<file path="config.mk">
export PLATFORM = sky130hd
export DESIGN_NAME = bin_to_bcd_seq
export DESIGN_NICKNAME = d
export VERILOG_FILES = /design/src/rtl/bin_to_bcd_seq.sv
export SDC_FILE = /design/constraint.sdc
export NUM_CORES = 1
export LEC_CHECK = 0
export CORE_MARGIN = 2
export CORE_UTILIZATION = 58
export CTS_CLUSTER_DIAMETER = 30
export DETAILED_ROUTE_END_ITERATION = 12
export GPL_ROUTABILITY_DRIVEN = 0
export GPL_TIMING_DRIVEN = 0
export PLACE_DENSITY = 0.89
export RECOVER_POWER = 25
export SYNTH_ARGS = -nofsm -noshare
export SYNTH_HDL_FRONTEND = slang
export SYNTH_SLANG_ARGS = --single-unit
</file>
<file path="constraint.sdc">
create_clock -name clk -period 2.3 [get_ports clk]
set_input_delay 0.23 -clock clk [delete_from_list [all_inputs] [get_ports clk]]
set_output_delay 0.23 -clock clk [all_outputs]
set_load 0.01 [all_outputs]
</file>
<file path="src/rtl/bin_to_bcd_seq.sv">
// Sequential binary-to-BCD converter (shift-add-3), one value per handshake.
// Feeds ready-made BCD digits to the multiplexed seven-segment driver.
module bin_to_bcd_seq #(
  parameter int BIN_W   = 14,
  parameter int DIGITS  = 4,
  parameter int MAX_VAL = 9999
) (
  input  logic                clk,
  input  logic                reset,
  input  logic                in_valid,
  output logic                in_ready,
  input  logic [BIN_W-1:0]    bin_in,
  output logic [4*DIGITS-1:0] bcd_out,
  output logic                out_valid,
  output logic                overflow,
  output logic                busy
);

  // state | meaning
  // IDLE  | waiting for a handshake, outputs hold last result
  // SHIFT | BIN_W add-3/shift cycles on {scratch, sat}
  // DONE  | publish scratch to bcd_out, pulse out_valid

  localparam int BCD_W = 4 * DIGITS;
  localparam int CNT_W = $clog2(BIN_W + 1);
  localparam logic [BIN_W-1:0] MAX_BIN = BIN_W'(MAX_VAL);

  typedef enum logic [1:0] {IDLE, SHIFT, DONE} state_t;

  state_t             state;
  logic [BCD_W-1:0]   scratch;
  logic [BCD_W-1:0]   scratch_adj;
  logic [BIN_W-1:0]   sat;
  logic [CNT_W-1:0]   cnt;
  logic               ovf_pending;

  always_comb begin
    scratch_adj = '0;
    for (int d = 0; d < DIGITS; d++) begin
      if (scratch[4*d +: 4] >= 4'd5)
        scratch_adj[4*d +: 4] = scratch[4*d +: 4] + 4'd3;
      else
        scratch_adj[4*d +: 4] = scratch[4*d +: 4];
    end
  end

  assign busy = ~in_ready;

  always_ff @(posedge clk) begin
    if (reset) begin
      state       <= IDLE;
      in_ready    <= 1'b1;
      out_valid   <= 1'b0;
      overflow    <= 1'b0;
      bcd_out     <= '0;
      scratch     <= '0;
      sat         <= '0;
      cnt         <= '0;
      ovf_pending <= 1'b0;
    end else begin
      out_valid <= 1'b0;
      case (state)
        IDLE: begin
          if (in_valid) begin
            sat         <= (bin_in > MAX_BIN) ? MAX_BIN : bin_in;
            ovf_pending <= (bin_in > MAX_BIN);
            scratch     <= '0;
            cnt         <= CNT_W'(BIN_W);
            in_ready    <= 1'b0;
            state       <= SHIFT;
          end
        end
        SHIFT: begin
          scratch <= {scratch_adj[BCD_W-2:0], sat[BIN_W-1]};
          sat     <= {sat[BIN_W-2:0], 1'b0};
          cnt     <= cnt - 1'b1;
          if (cnt == CNT_W'(1))
            state <= DONE;
        end
        DONE: begin
          bcd_out   <= scratch;
          overflow  <= ovf_pending;
          out_valid <= 1'b1;
          in_ready  <= 1'b1;
          state     <= IDLE;
        end
        default: begin
          state    <= IDLE;
          in_ready <= 1'b1;
        end
      endcase
    end
  end

endmodule

</file>
==> results.json, run 1 <==
{
  "setup_viol": 0,
  "cts_tree": "yes",
  "cp_max_fo": 10,
  "cts.path.max_buffers": 2,
  "synth_fp_nets": 344,
  "cp-start-kind": "flip-flop",
  "maxCapViolations": 0,
  "setup_tns_ns": 0,
  "cts_hold_buffers": 0,
  "yosysUniqueCellTypes": 43,
  "core_mm2": 0.00441,
  "finalNetCount": 387,
  "drv_slew": 0,
  "yosysSeqAreaShare_pct": 41.8,
  "grtUsageTotal_pct": 26.9,
  "power_leakage_uw": 0.00112,
  "cts_resized": 0,
  "syn_area_mm2": 0.00269,
  "yosysMostFrequentCell": "dfxtp_1",
  "drtIter0Drc": 307,
  "yosys_warnings": 0,
  "rsz0062_at_grt": "false",
  "clock.fmax_mhz": 540,
  "cts_num_sinks": 56,
  "setup_slack_ns": 0.448,
  "syn_to_final_growth_pct": 20.3,
  "hold_violations": 0,
  "ff_latch_area_mm2": 0.00112,
  "syn_avg_cell_area_um2": 8.47,
  "peakVddDrop_mv": 0.505,
  "fin_skew_ns": 0.00714,
  "clk_latency_ns": 0.32,
  "post_cts_buffers": 0,
  "die_h_um": 72.0,
  "post_drt_via_cell_ratio": 6.08,
  "antenna_found_initial": 0,
  "post-dp-hpwl_mm": 4.62,
  "vias": 2513,
  "overflow": 0,
  "synth_top_area_share_pct": 41.8,
  "timing.final.crit_share_pct": 80.5,
  "ys_ff_latch": 56,
  "cp_data_required_time_ns": 2.54,
  "drive_gt1_share_pct": 7.48,
  "drc": 0,
  "diodes": 0,
  "cpPeakStageDelay_ns": 0.43,
  "worst-path-buf-inv": 2,
  "path_clk_slew_ns": 0.10,
  "pre_cts_ws_ns": 0.351,
  "whs_ns": 0.455,
  "synthArstFlopShare_pct": 0,
  "rows": 24,
  "drt_pre_antenna_iters": 4,
  "grt_pass1_vias": 2412,
  "drt_wl_total_mm": 6.49,
  "cp-end-kind": "flip-flop",
  "critPathArrivalTime_ns": 2.09,
  "synth_edf_count": 0,
  "fin_crit_ns": 1.85,
  "path_cells": "buf_6, nor3b_1, clkbuf_1, nand2_1, o22ai_1",
  "cp_slowest_cell": "clkbuf_1",
  "htree_num_levels": 2,
  "synthCells": 317,
  "hold_class": "reg -> reg",
  "crit_type": "reg -> reg",
  "multi_input_area_mm2": 0.00136,
  "synthTopCellsByCount": "dfxtp_1, nand2_1, a21oi_1",
  "grt_max_degree": 17,
  "placed_area_mm2": 0.00311,
  "dieArea_mm2": 0.00519,
  "fillers": 338,
  "final_area_mm2": 0.00323,
  "slew_headroom_pct": 64.3,
  "yosysTopAreaCell": "dfxtp_1",
  "cts_buffers": 5,
  "ant_nets": 0,
  "io_buffer_count": 36,
  "worstMarginPinSlew_ns": 0.536,
  "initial_core_util_pct": 60.8,
  "synth_ff_type": "dfxtp_1",
  "crit_family": "simple AND/OR/NAND/NOR gates",
  "wl_per_cell_um": 15.7,
  "synthTopCellsByArea": "dfxtp_1, a21oi_1, nand2_1",
  "outcome": "complete, no violations",
  "fp.dieW_um": 72.0,
  "grt_pass1_wl_mm": 11.0,
  "cts_root_buf": "clkbuf_8",
  "ios": 37,
  "p_per_area_mw_per_mm2": 620
}
==> flip-flops by register name, summed over array words and instances, names as in the netlist <==
register / count
cnt: 4
out_valid: 1
ovf_pending: 1
state: 2
in_ready: 1
sat: 14
bcd_out: 16
overflow: 1
scratch: 16
==> layout by cell type, fill, tap and decap left out, drive strengths merged, types with 2 or more instances in the layout <==
master	netlist	layout
o41ai	2	2
a222oi	2	2
a311oi	2	2
nand4	5	5
clkbuf	4	12
clkdlybuf4s50	0	23
nor3b	2	2
o21ai	17	17
xnor2	2	2
nand2	40	40
o2111ai	8	8
nand3	15	15
ha	10	10
nor3	3	3
o22ai	6	6
buf	18	17
nand2b	13	13
nor4b	5	5
inv	22	22
a21oi	37	37
o211ai	8	8
dlygate4sd3	0	13
dfxtp	56	56
a22oi	4	4
or3b	6	6
a211oi	4	4
nor2	5	5
nor2b	6	6
o21a	5	5
==> metrics by stage <==
step / instances / total power (uW) / util, %
finish: 413 / 2000 / 73.2
detailed placement: 405 / 1310 / 70.5
CTS: 413 / 2010 / 73.3
floorplan: 317 / 1220 / -
global route: 413 / 2070 / 73.2
global placement: 405 / 1300 / 70.5
==> worst min-delay path, stage by stage (launching register included) <==
cell,delay [ns]
dfxtp_1,0.32
nand2_1,0.05
a21oi_1,0.05
==> path summary, 6_finish.rpt <==
check	depth (start not counted)	from	slack, ns	to
setup / recovery	5	state[1]$_SDFFE_PP0P_	0.45	sat[3]$_SDFFE_PP0P_
hold / removal	2	bcd_out[14]$_SDFFE_PP0P_	0.46	bcd_out[14]$_SDFFE_PP0P_
setup reg to reg	5	state[1]$_SDFFE_PP0P_	0.45	sat[3]$_SDFFE_PP0P_
hold reg to reg	2	bcd_out[14]$_SDFFE_PP0P_	0.46	bcd_out[14]$_SDFFE_PP0P_
==> area by class of cell <==
cell class | instances | area share (%)
multi-input combinational | 217 | 42.1
sequential | 56 | 34.7
timing repair buffer | 36 | 11.2
buffer | 22 | 3.56
clock buffer | 7 | 2.98
inverter | 22 | 2.56
tap | 52 | 2.01
clock inverter | 1 | 0.930
==> per-layer routing <==
metal	GRT usage [%]	vias to the layer above	wire length, um
li1	-	1223	-
met1	33.3	1186	2770
met2	43.9	94	3200
met3	6.25	10	435
met4	13.8	0	82
met5	0	-	0
==> kinds of logic (layout without fill, tap and decap cells) <==
| kind of cell | count (synthesis) | in the layout | share of synthesized area (%) |
|---|---|---|---|
| AOI/OAI and AO/OA | 100 | 100 | 24.0 |
| xor gates and xnor gates | 2 | 2 | 0.652 |
| adders and majority gates | 10 | 10 | 4.66 |
| buffers and inverters | 44 | 88 | 7.41 |
| DFF | 56 | 56 | 41.8 |
| and+or+nand+nor | 105 | 105 | 21.6 |
==> where the power goes <==
group	switching (uW)	total, uW	internal (uW)
Sequential	23.9	1030	1010
Clock	323	708	385
Combinational	152	263	112
Total	499	2000	1500
Power figures use the tool's default switching activity.
==> run 2: changes to the inputs <==
CORE_UTILIZATION = 49   (was 58)
PLACE_DENSITY = 0.8   (was 0.89)
clock period = 1.5 ns   (was 2.3 ns; I/O delays follow)
==> results.json, run 2 (synthesized netlist as in run 1, its figures left out) <==
{
  "hold-path-cell-count": 3,
  "multi_input_area_mm2": 0.00137,
  "cp-start-kind": "flip-flop",
  "cp_max_fo": 6,
  "wl_per_cell_um": 14.3,
  "antenna_found_initial": 0,
  "top_regs": "bcd_out x16, scratch x16, sat x14",
  "timing.final.crit_share_pct": 94.9,
  "grt_max_degree": 19,
  "cp-end-kind": "flip-flop",
  "dieArea_mm2": 0.00609,
  "post-dp-hpwl_mm": 4.45,
  "rows": 26,
  "crit_type": "reg -> reg",
  "drc": 0,
  "drtIter0Drc": 136,
  "fin_crit_ns": 1.42,
  "core_mm2": 0.00520,
  "ff2ff_setup_slack_ns": 0.08,
  "diodes": 0,
  "use_met1_pct": 26.2,
  "placed_area_mm2": 0.00313,
  "maxCapViolations": 0,
  "cts_root_buf": "clkbuf_8",
  "io_buffer_count": 36,
  "htree_num_levels": 2,
  "finalNetCount": 389,
  "drive_gt1_share_pct": 10.7,
  "fp.dieW_um": 78.0,
  "total_power_uw": 2840,
  "peakVddDrop_mv": 0.592,
  "vias": 2444,
  "cts.path.max_buffers": 2,
  "hold_violations": 0,
  "ff_latch_area_mm2": 0.00113,
  "fillers": 460,
  "grt_pass1_vias": 2354,
  "path_clk_slew_ns": 0.11,
  "drt_wl_total_mm": 6.19,
  "post_drt_via_cell_ratio": 5.64,
  "setup_viol": 0,
  "die_h_um": 78.0,
  "clock.fmax_mhz": 702,
  "ios": 37,
  "rsz0062_at_grt": "true",
  "hold_class": "in -> reg",
  "drv_slew": 0,
  "initial_core_util_pct": 51.6,
  "p_per_area_mw_per_mm2": 872,
  "cts_num_sinks": 56,
  "p_sw_share_pct": 27.7,
  "met2_usage_pct": 37.2,
  "outcome": "complete, no violations",
  "clk_latency_ns": 0.32,
  "syn_to_final_growth_pct": 21.4,
  "critPathArrivalTime_ns": 1.69,
  "cts_tree": "yes",
  "grtUsageTotal_pct": 21.4,
  "power_frac_comb_pct": 14.3,
  "worstMarginPinSlew_ns": 0.515,
  "whs_endpoint": "sat[7]$_SDFFE_PP0P_",
  "cp_data_required_time_ns": 1.77,
  "power_leakage_uw": 0.00112,
  "power_switching_uw": 788,
  "slew_headroom_pct": 65.7,
  "top_usage_layer": "met2",
  "overflow": 0,
  "drt_pre_antenna_iters": 4,
  "reg2reg_depth": 5,
  "cts_buffers": 5,
  "r2r_start": "scratch[8]$_SDFFE_PP0P_",
  "final_area_mm2": 0.00326,
  "fin_skew_ns": 0.0119,
  "final_cell_mix": "dfxtp_1, nand2_1, a21oi_1, clkdlybuf4s50_1, inv_1",
  "power_frac_clock_pct": 30.2,
  "internal_power_uw": 2050,
  "ant_nets": 0,
  "grt_pass1_wl_mm": 10.5,
  "pwr-share-seq_pct": 55.5,
  "final_common_cell": "dfxtp_1",
  "met3_usage_pct": 3.91,
  "worstReg2RegEnd": "scratch[12]$_SDFFE_PP0P_",
  "hold_start": "bin_in[7]"
}
run 2: cell count changes in the layout (fill, tap and decap cells not counted), sizes merged:
cell / before / now
dlygate4sd3: 13 / 10
clkinvlp: 0 / 2
clkdlybuf4s50: 23 / 26
clkinv: 0 / 1
bufinv: 1 / 0
run 2: worst max path at each step:
stage                                  from                        to  slack [ns]  cells after the start
finish              scratch[8]$_SDFFE_PP0P_  scratch[12]$_SDFFE_PP0P_        0.08                      5
global route        scratch[1]$_SDFFE_PP0P_   scratch[4]$_SDFFE_PP0P_       -0.02                      5
CTS                 scratch[0]$_SDFFE_PP0P_   scratch[4]$_SDFFE_PP0P_       0.003                      5
detailed placement                    reset       sat[7]$_SDFFE_PP0P_       -0.34                      4
global placement                      reset  scratch[15]$_SDFFE_PP0P_       -0.32                      4
floorplan           scratch[8]$_SDFFE_PP0P_  scratch[12]$_SDFFE_PP0P_        0.14                      5
run 2: per-stage QoR:
| stage | std cells | utilization, % | hold slack, ns | TNS (ns) | setup slack (ns) |
|---|---|---|---|---|---|
| final | 433 | 62.6 | 0.431 | 0 | 0.0764 |
| after global routing | 433 | 62.6 | 0.432 | -0.0159 | -0.0159 |
| after CTS | 433 | 62.3 | 0.420 | 0 | 0.00291 |
| after detailed placement | 423 | 60.2 | 0.446 | -13.20 | -0.339 |
| after global placement | 423 | 60.2 | 0.443 | -12.05 | -0.322 |
| after floorplan | 317 | - | 0.226 | 0 | 0.136 |
run 2: power by group through the flow:
stage / Sequential (uW) / Clock [uW] / Combinational, uW
2_1_floorplan: 1610 / 0 / 259
3_3_place_gp: 1610 / 0 / 385
3_5_place_dp: 1610 / 0 / 394
4_1_cts: 1580 / 867 / 401
5_1_grt: 1590 / 923 / 445
6_report: 1580 / 858 / 405
run 2: timing repair:
item | CTS | global route
endpoints found under the hold margin | 0 | 0
hold buffers | 0 | 0
endpoints found under the setup margin | 4 | 29
gates resized for setup | 2 | 11
buffers inserted | 2 | 0
run 2: critical path, cell delays in order, from the launching register on:
cell     delay (ns)
dfxtp_4        0.39
inv_1          0.06
ha_1           0.22
nor2b_1        0.17
or4_1          0.40
a21oi_1        0.13
run 2: routing by layer:
metal | up-vias | share of wire (%)
met5 | - | 0
met4 | 0 | 1.5
met3 | 9 | 4.8
met2 | 73 | 48
met1 | 1139 | 45
li1 | 1223 | -
run 2: area by class of cell:
| type | count | share of cell area [%] |
|---|---|---|
| multi-input cells | 217 | 42.1 |
| flip-flops and latches | 56 | 34.6 |
| repair buffers | 38 | 11.5 |
| plain buffers | 22 | 3.69 |
| well taps | 70 | 2.69 |
| inverters | 22 | 2.53 |
| clock buffers | 5 | 2.11 |
| clock inverters | 3 | 0.729 |
